<file path="src/rtl/tc_clk_div.sv">
// tc_clk_div: programmable clock divider with bypass, run/stop control,
// glitch-free divisor updates and a test-mode clock override.
// Divide mode (div_q >= 2) drives clk_o from a register only.
// Bypass mode (div_q <= 1) drives clk_o from clk_i through a latch-based gate.
module tc_clk_div #(
    parameter int unsigned DivWidth   = 8,
    parameter int unsigned DefaultDiv = 1
) (
    input  logic                clk_i,
    input  logic                rst_ni,
    input  logic                en_i,
    input  logic                test_mode_i,
    input  logic [DivWidth-1:0] div_i,
    input  logic                div_valid_i,
    output logic                div_ready_o,
    output logic                clk_o,
    output logic                tick_o
);

    localparam logic [DivWidth-1:0] DivReset = DivWidth'(DefaultDiv);
    localparam logic [DivWidth-1:0] One      = DivWidth'(1);

    logic [DivWidth-1:0] div_q, div_d;
    logic [DivWidth-1:0] cnt_q, cnt_d;
    logic                run_q, run_d;
    logic                clk_q, clk_d;
    logic                divide_mode;
    logic                last_cnt;
    logic                wrap;
    logic                accept;
    logic                en_latch;
    logic                gated_clk;

    // A divisor of 0 or 1 selects bypass; anything larger divides.
    assign divide_mode = (div_q > One);
    assign last_cnt    = (cnt_q == div_q - One);
    assign wrap        = run_q & divide_mode & last_cnt;

    // Updates are only taken at period boundaries, so no phase is ever cut short.
    assign div_ready_o = ~run_q | ~divide_mode | last_cnt;
    assign accept      = div_valid_i & div_ready_o;

    // Rising-edge marker of the divided clock (every cycle in running bypass).
    assign tick_o      = run_q & (~divide_mode | (cnt_q == '0));

    // Next-state computation for divisor, run flag, counter and clock register.
    always_comb begin
        // NOTE: every output of this block is assigned on every path, so no latch is inferred.
        div_d = accept ? div_i : div_q;

        if (!run_q || !divide_mode) begin
            run_d = en_i;
        end else if (wrap) begin
            run_d = en_i;
        end else begin
            run_d = 1'b1;
        end

        if (!run_d || !run_q || accept || !divide_mode || wrap) begin
            cnt_d = '0;
        end else begin
            cnt_d = cnt_q + One;
        end

        // Register the clock level for the upcoming count, so clk_o has no
        // combinational path from the counter.
        clk_d = run_d & (div_d > One) & (cnt_d < (div_d >> 1));
    end

    // State registers, asynchronously reset to the idle configuration.
    always_ff @(posedge clk_i or negedge rst_ni) begin
        // NOTE: sequential state uses non-blocking assignments so all registers update together.
        if (!rst_ni) begin
            div_q <= DivReset;
            cnt_q <= '0;
            run_q <= 1'b0;
            clk_q <= 1'b0;
        end else begin
            div_q <= div_d;
            cnt_q <= cnt_d;
            run_q <= run_d;
            clk_q <= clk_d;
        end
    end

    // Clock-gate enable latch: transparent while clk_i is low, so the gated clock
    // can only start or stop on a rising edge and never glitches in the high phase.
    always_latch begin
        // NOTE: this latch is intentional; it is the enable stage of the clock gate.
        if (!rst_ni) begin
            en_latch <= 1'b0;
        end else if (!clk_i) begin
            en_latch <= run_d;
        end
    end

    assign gated_clk = clk_i & en_latch;

    // Output clock select: test override, then divided register or gated bypass.
    assign clk_o = test_mode_i ? clk_i : (divide_mode ? clk_q : gated_clk);

endmodule

</file>
<file path="config.mk">
export PLATFORM = sky130hd
export DESIGN_NAME = tc_clk_div
export DESIGN_NICKNAME = d
export VERILOG_FILES = /design/src/rtl/tc_clk_div.sv
export SDC_FILE = /design/constraint.sdc
export NUM_CORES = 1
export LEC_CHECK = 0
export BUFFER_PORTS_ARGS = -buffer_cell sky130_fd_sc_hd__buf_4
export CAP_MARGIN = 20
export CORE_UTILIZATION = 34
export DETAILED_ROUTE_END_ITERATION = 10
export PLACE_DENSITY = 0.61
export SLEW_MARGIN = 20
export SYNTH_ARGS = -nofsm -noshare
export SYNTH_HDL_FRONTEND = slang
export SYNTH_SLANG_ARGS = --single-unit
</file>
<file path="constraint.sdc">
create_clock -name clk_i -period 8 [get_ports clk_i]
set_clock_uncertainty 0.1 [all_clocks]
set_input_delay 0.8 -clock clk_i [delete_from_list [all_inputs] [get_ports clk_i]]
set_output_delay 0.8 -clock clk_i [all_outputs]
set_load 0.005 [all_outputs]
</file>
==> impl_metrics.json, run 1 <==
{
  "status": "finished clean",
  "cts_tree": "built",
  "vias": 1159,
  "post_cts_resized": 0,
  "async_reset_ff_share_pct": 94.74,
  "crit_buf_inv": 4,
  "power_density_nw_per_um2": 413.5,
  "maxSlewHeadroom_pct": 56.83,
  "multiInputGateArea_sq_um": 883.3,
  "wl_um": 3325,
  "crit_fanout": 20,
  "critPathRequiredTime_ps": 4280,
  "p_leak_nw": 0.8008,
  "hold_slack_ps": 400.9,
  "hold_start": "rst_ni",
  "nets": 191,
  "final_common_cell": "dfrtp_1",
  "placedCellCount": 202,
  "most-common-layout-cells": "dfrtp_1, buf_4, nor2_1, ha_1, inv_1",
  "hold_path_class": "input port to clock gate",
  "path_common_cell": "dlygate4sd3_1",
  "clkLatencyLatePin_ps": 370,
  "finalMaxSlewViolations": 0,
  "io_pins": 16,
  "synth_area_sq_um": 1416,
  "dr.pass1.iters": 4,
  "final-setup-viol-count": 0,
  "grt_usage_pct": 17.47,
  "grt_max_degree": 21,
  "synth_cell_types": 46,
  "grt_pass1_vias": 1235,
  "rsz0062_at_grt": "false",
  "maxCapViolCount": 0,
  "tightest_slew_ps": 641.7,
  "finalSetupTns_ps": 0,
  "num_antenna_cells": 0,
  "cp-start-kind": "input port",
  "area_growth_pct": 21.55,
  "die_w_um": 66.54,
  "reg2reg_depth": 6,
  "path_delay_family": "buffers and inverters",
  "seq_area_sq_um": 466.7,
  "reg2reg_from": "div_q[2]$_DFF_PN0_",
  "yosys_most_used_dff": "dfrtp_1",
  "synth-edff-count": 0,
  "finalHoldViolCount": 0,
  "end_kind": "latch",
  "hold_depth": 8,
  "rrSetupSlack_ps": 1520,
  "fin_cells": 217,
  "die_h_um": 66.54,
  "crit_chain": "dlygate4sd3_1 > dlygate4sd3_1 > dlygate4sd3_1 > buf_4 > and2_1",
  "drive_gt1_share_pct": 23.35,
  "cp.arrival_ps": 2820,
  "cpMaxStageDelayCell": "dlygate4sd3_1",
  "slowest_delay_ps": 540,
  "drt_iter0_drc": 40,
  "num_rows": 23,
  "nFillCells": 388,
  "syn_area_per_cell_sq_um": 9.905,
  "netlist_instances": 143,
  "startpoint": "rst_ni",
  "grt_overflow": 0,
  "cts.clk_slew.worst_paths_ps": 30,
  "gp_congestion": 0.8093,
  "ir_drop_mv": 0.1857,
  "rr_endpoint": "en_latch$_DLATCH_P_",
  "synth-seq-cells": 19,
  "port_buffers": 15,
  "place_hpwl_um": 2536,
  "total_power_w": 0.0007119,
  "wire_per_inst_um": 15.32,
  "drc": 0,
  "critPathKind": "input port to latch",
  "start_util_pct": 35.41,
  "grt_first_pass_wirelength_um": 5602,
  "die_area_sq_um": 4428,
  "syn_nets": 166,
  "vias_per_cell": 5.341,
  "grt_antenna_before_repair": 0,
  "coreArea_sq_um": 4000,
  "ys_warn_count": 0,
  "ant_nets": 0
}
worst reg2reg max path, stage by stage, from the launching register on:
cell,delay (ps)
dfrtp_1,500
or4_4,580
nor4_1,510
nand2b_1,250
or2_2,300
nand2b_1,100
and2_1,160
routing by layer:
layer / track usage [%] / vias up / part of all wire [%]
met2: 30.30 / 28 / 51
met1: 19.54 / 559 / 44
met3: 4.110 / 7 / 2.8
met5: 0 / - / 0
li1: - / 565 / -
met4: 9.309 / 0 / 1.9
layout make-up:
cell class	count	area share (%)
clock buffers	8	6.032
clock inverters	2	0.4360
inverters	6	1.308
multi-input cells	111	51.31
flip-flops and latches	19	27.11
well taps	50	3.634
repair buffers	21	10.17
sequential cells by signal, summed over array words and instances, names as in the netlist:
signal and flops:
div_q 8, cnt_q 8, clk_q 1, run_q 1, en_latch 1
power breakdown:
group | switching, W | total [W] | internal, W
clock network | 0.0000464 | 0.000129 | 0.0000822
registers | 0.0000788 | 0.000214 | 0.000135
logic | 0.000186 | 0.000369 | 0.000183
total | 0.000311 | 0.000712 | 0.000401
Yosys cell counts (3+ instances only):
cell type | count | share of area [%]
xor2_1 | 7 | 4.3
nand2b_1 | 3 | 1.3
nor4_1 | 5 | 2.2
nand3_1 | 5 | 1.8
ha_1 | 10 | 8.8
dfrtp_1 | 17 | 30
nand2_1 | 6 | 1.6
nor2_1 | 13 | 3.4
o21ai_0 | 3 | 1.1
mux2_2 | 4 | 3.2
xnor2_1 | 7 | 4.3
mux2i_1 | 6 | 4.2
a21oi_1 | 5 | 1.8
inv_1 | 7 | 1.9
mux2_4 | 3 | 3.2
repair_timing:
item	in CTS	in global routing
setup buffers	0	0
hold buffers	7	0
endpoints found under the hold margin	1	0
through the flow:
| stage | setup slack [ps] | util [%] | area, sq um |
|---|---|---|---|
| 5_1_grt | 1356 | 43.04 | 1722 |
| 6_report | 1463 | 43.04 | 1722 |
| 4_1_cts | 1445 | 43.04 | 1722 |
| 3_5_place_dp | 1562 | 38.79 | 1551 |
| 3_3_place_gp | 1614 | 38.79 | 1551 |
| 2_1_floorplan | 1859 | - | 1416 |
worst max path at each step:
stage | endpoint | slack, ps | cells past startpoint
final | en_latch$_DLATCH_P_ | 1460 | 5
after global routing | en_latch$_DLATCH_P_ | 1360 | 7
after CTS | en_latch$_DLATCH_P_ | 1450 | 5
after detailed placement | en_latch$_DLATCH_P_ | 1560 | 7
after global placement | en_latch$_DLATCH_P_ | 1610 | 7
after floorplan | en_latch$_DLATCH_P_ | 1860 | 8
kinds of logic (layout without fill, tap and decap cells):
kind of cell,after synthesis,in the layout,synth area share (%)
compound gates,22,22,12.54
xor+xnor,14,14,8.657
fa+ha+maj,10,10,8.834
buf+inv,13,37,4.682
flops,18,18,31.89
latches,1,1,1.060
mux,14,14,11.40
simple gates,51,51,20.94
Note: power is estimated with default switching activity, not from simulation.
==> inputs of run 2 (changes only) <==
ABC_AREA = 1   (was unset)
clock period = 6.64 ns   (was 8 ns; I/O delays follow)
==> impl_metrics.json, run 2 <==
{
  "tightest_slew_ps": 569.8,
  "finalMaxSlewViolations": 0,
  "dr.pass1.iters": 4,
  "grt_first_pass_wirelength_um": 5789,
  "netlist_instances": 203,
  "drive_gt1_share_pct": 24.78,
  "top_regs": "cnt_q: 8 flops, div_q: 8 flops",
  "synth.most_common_cell": "nand2_1",
  "finalSetupTns_ps": 0,
  "critPathRequiredTime_ps": 3600,
  "finalInstanceArea_sq_um": 1782,
  "post-route-util_pct": 43.91,
  "rrSetupSlack_ps": 1290,
  "ys_warn_count": 0,
  "coreArea_sq_um": 4058,
  "gp_congestion": 0.8020,
  "synth_cell_types": 33,
  "reg2reg_depth": 13,
  "cts_tree": "built",
  "hold_path_class": "input port to clock gate",
  "num_rows": 23,
  "reg2reg_from": "div_q[0]$_DFF_PN1_",
  "hold_depth": 7,
  "most-common-layout-cells": "nand2_1, inv_1, nand3_1, nor2_1, dfrtp_1",
  "vias_per_cell": 4.518,
  "io_pins": 16,
  "synth-edff-count": 0,
  "maxSlewHeadroom_pct": 61.70,
  "grt_max_degree": 21,
  "port_buffers": 15,
  "grt_pass1_vias": 1287,
  "syn_area_per_cell_sq_um": 7.224,
  "yosys-top-cells-count": "nand2_1, inv_1, nand3_1",
  "vias": 1265,
  "syn_nets": 226,
  "synth_top_area_share_pct": 29.01,
  "synth_area_sq_um": 1466,
  "hold_start": "rst_ni",
  "rr_endpoint": "en_latch$_DLATCH_P_",
  "cp.arrival_ps": 2690,
  "die_area_sq_um": 4580,
  "end_kind": "latch",
  "drc": 0,
  "synth-seq-cells": 19,
  "nets": 254,
  "async_reset_ff_share_pct": 94.74,
  "cp-start-kind": "input port",
  "ir_drop_mv": 0.1821,
  "crit_fanout": 20,
  "post_cts_resized": 0,
  "wl_um": 3411,
  "startpoint": "rst_ni",
  "die_w_um": 67.68,
  "final-setup-viol-count": 0,
  "power_density_nw_per_um2": 358.7,
  "p_leak_nw": 0.9525,
  "die_h_um": 67.68,
  "ant_nets": 0,
  "drt_iter0_drc": 57,
  "maxCapViolCount": 0,
  "place_area_sq_um": 1619,
  "yosys.area.top_type": "dfrtp_1",
  "wire_per_inst_um": 12.18,
  "synth.top_cells.by_area": "dfrtp_1, nand2_1, ha_1",
  "area_growth_pct": 21.50,
  "place_hpwl_um": 2691,
  "yosys_most_used_dff": "dfrtp_1",
  "start_util_pct": 36.14,
  "grt_overflow": 0,
  "final_common_cell": "nand2_1",
  "status": "finished clean",
  "rsz0062_at_grt": "false",
  "grt_antenna_before_repair": 0,
  "critPathKind": "input port to latch",
  "num_antenna_cells": 0,
  "grt_usage_pct": 17.91,
  "cts.clk_slew.worst_paths_ps": 30,
  "finalHoldViolCount": 0,
  "clkLatencyLatePin_ps": 370
}
-- run 2: layer usage --
| metal | vias up | global-route usage (%) | part of all wire, % |
|---|---|---|---|
| met5 | - | 0 | 0 |
| met2 | 16 | 29.21 | 48 |
| met1 | 560 | 22.46 | 49 |
| met4 | 0 | 6.117 | 0.85 |
| met3 | 4 | 4.899 | 2.7 |
| li1 | 685 | - | - |
-- run 2: area by class of cell --
cell class | instances | area, sq um
clock inverter | 2 | 10.01
inverter | 37 | 138.9
tap | 50 | 62.56
clock buffer | 8 | 103.9
sequential | 19 | 466.7
fill | 429 | 2276
timing repair buffer | 20 | 165.2
multi-input combinational | 144 | 834.6
-- run 2: report_power, final --
group	switching, W	internal, W	total, W
registers	0.0000437	0.000151	0.000194
logic	0.000169	0.000117	0.000286
clock network	0.0000581	0.000101	0.000159
-- run 2: cells by family (layout without fill, tap and decap cells) --
logic type      count (synthesis)  count (layout)  share of synthesized area, %
flops                          18              18                         30.80
simple gates                  115             115                         38.48
latches                         1               1                         1.024
fa+ha+maj                      10              10                         8.532
compound gates                 15              15                         7.509
buf+inv                        40              67                         11.26
xor+xnor                        4               4                         2.389
-- run 2: how the worst max path moves through the flow --
stage	depth (start not counted)	end
3_5_place_dp	11	en_latch$_DLATCH_P_
6_report	5	en_latch$_DLATCH_P_
3_3_place_gp	11	en_latch$_DLATCH_P_
2_1_floorplan	11	en_latch$_DLATCH_P_
4_1_cts	5	en_latch$_DLATCH_P_
5_1_grt	5	en_latch$_DLATCH_P_
-- run 2: timing repair --
action	CTS	global route
endpoints found under the hold margin	1	0
hold buffers	6	0
buffers inserted	0	0
setup endpoints to repair	0	0
-- run 2: metrics by stage --
| step | std cells | hold WS [ps] | power, W | setup WS (ps) |
|---|---|---|---|---|
| final | 280 | 437.9 | 0.0006391 | 916.5 |
| after global routing | 280 | 425.4 | 0.0007063 | 833.3 |
| after CTS | 280 | 426.3 | 0.0006482 | 895.7 |
| after detailed placement | 266 | -2537 | 0.0004933 | 1308 |
| after global placement | 266 | -2541 | 0.0004894 | 1331 |
| after floorplan | 203 | -2756 | 0.0004204 | 1470 |
-- run 2: worst max-delay path: stages --
cell           delay (ps)
dlygate4sd3_1         520
dlygate4sd3_1         530
dlygate4sd3_1         540
buf_4                 270
o21a_1                160
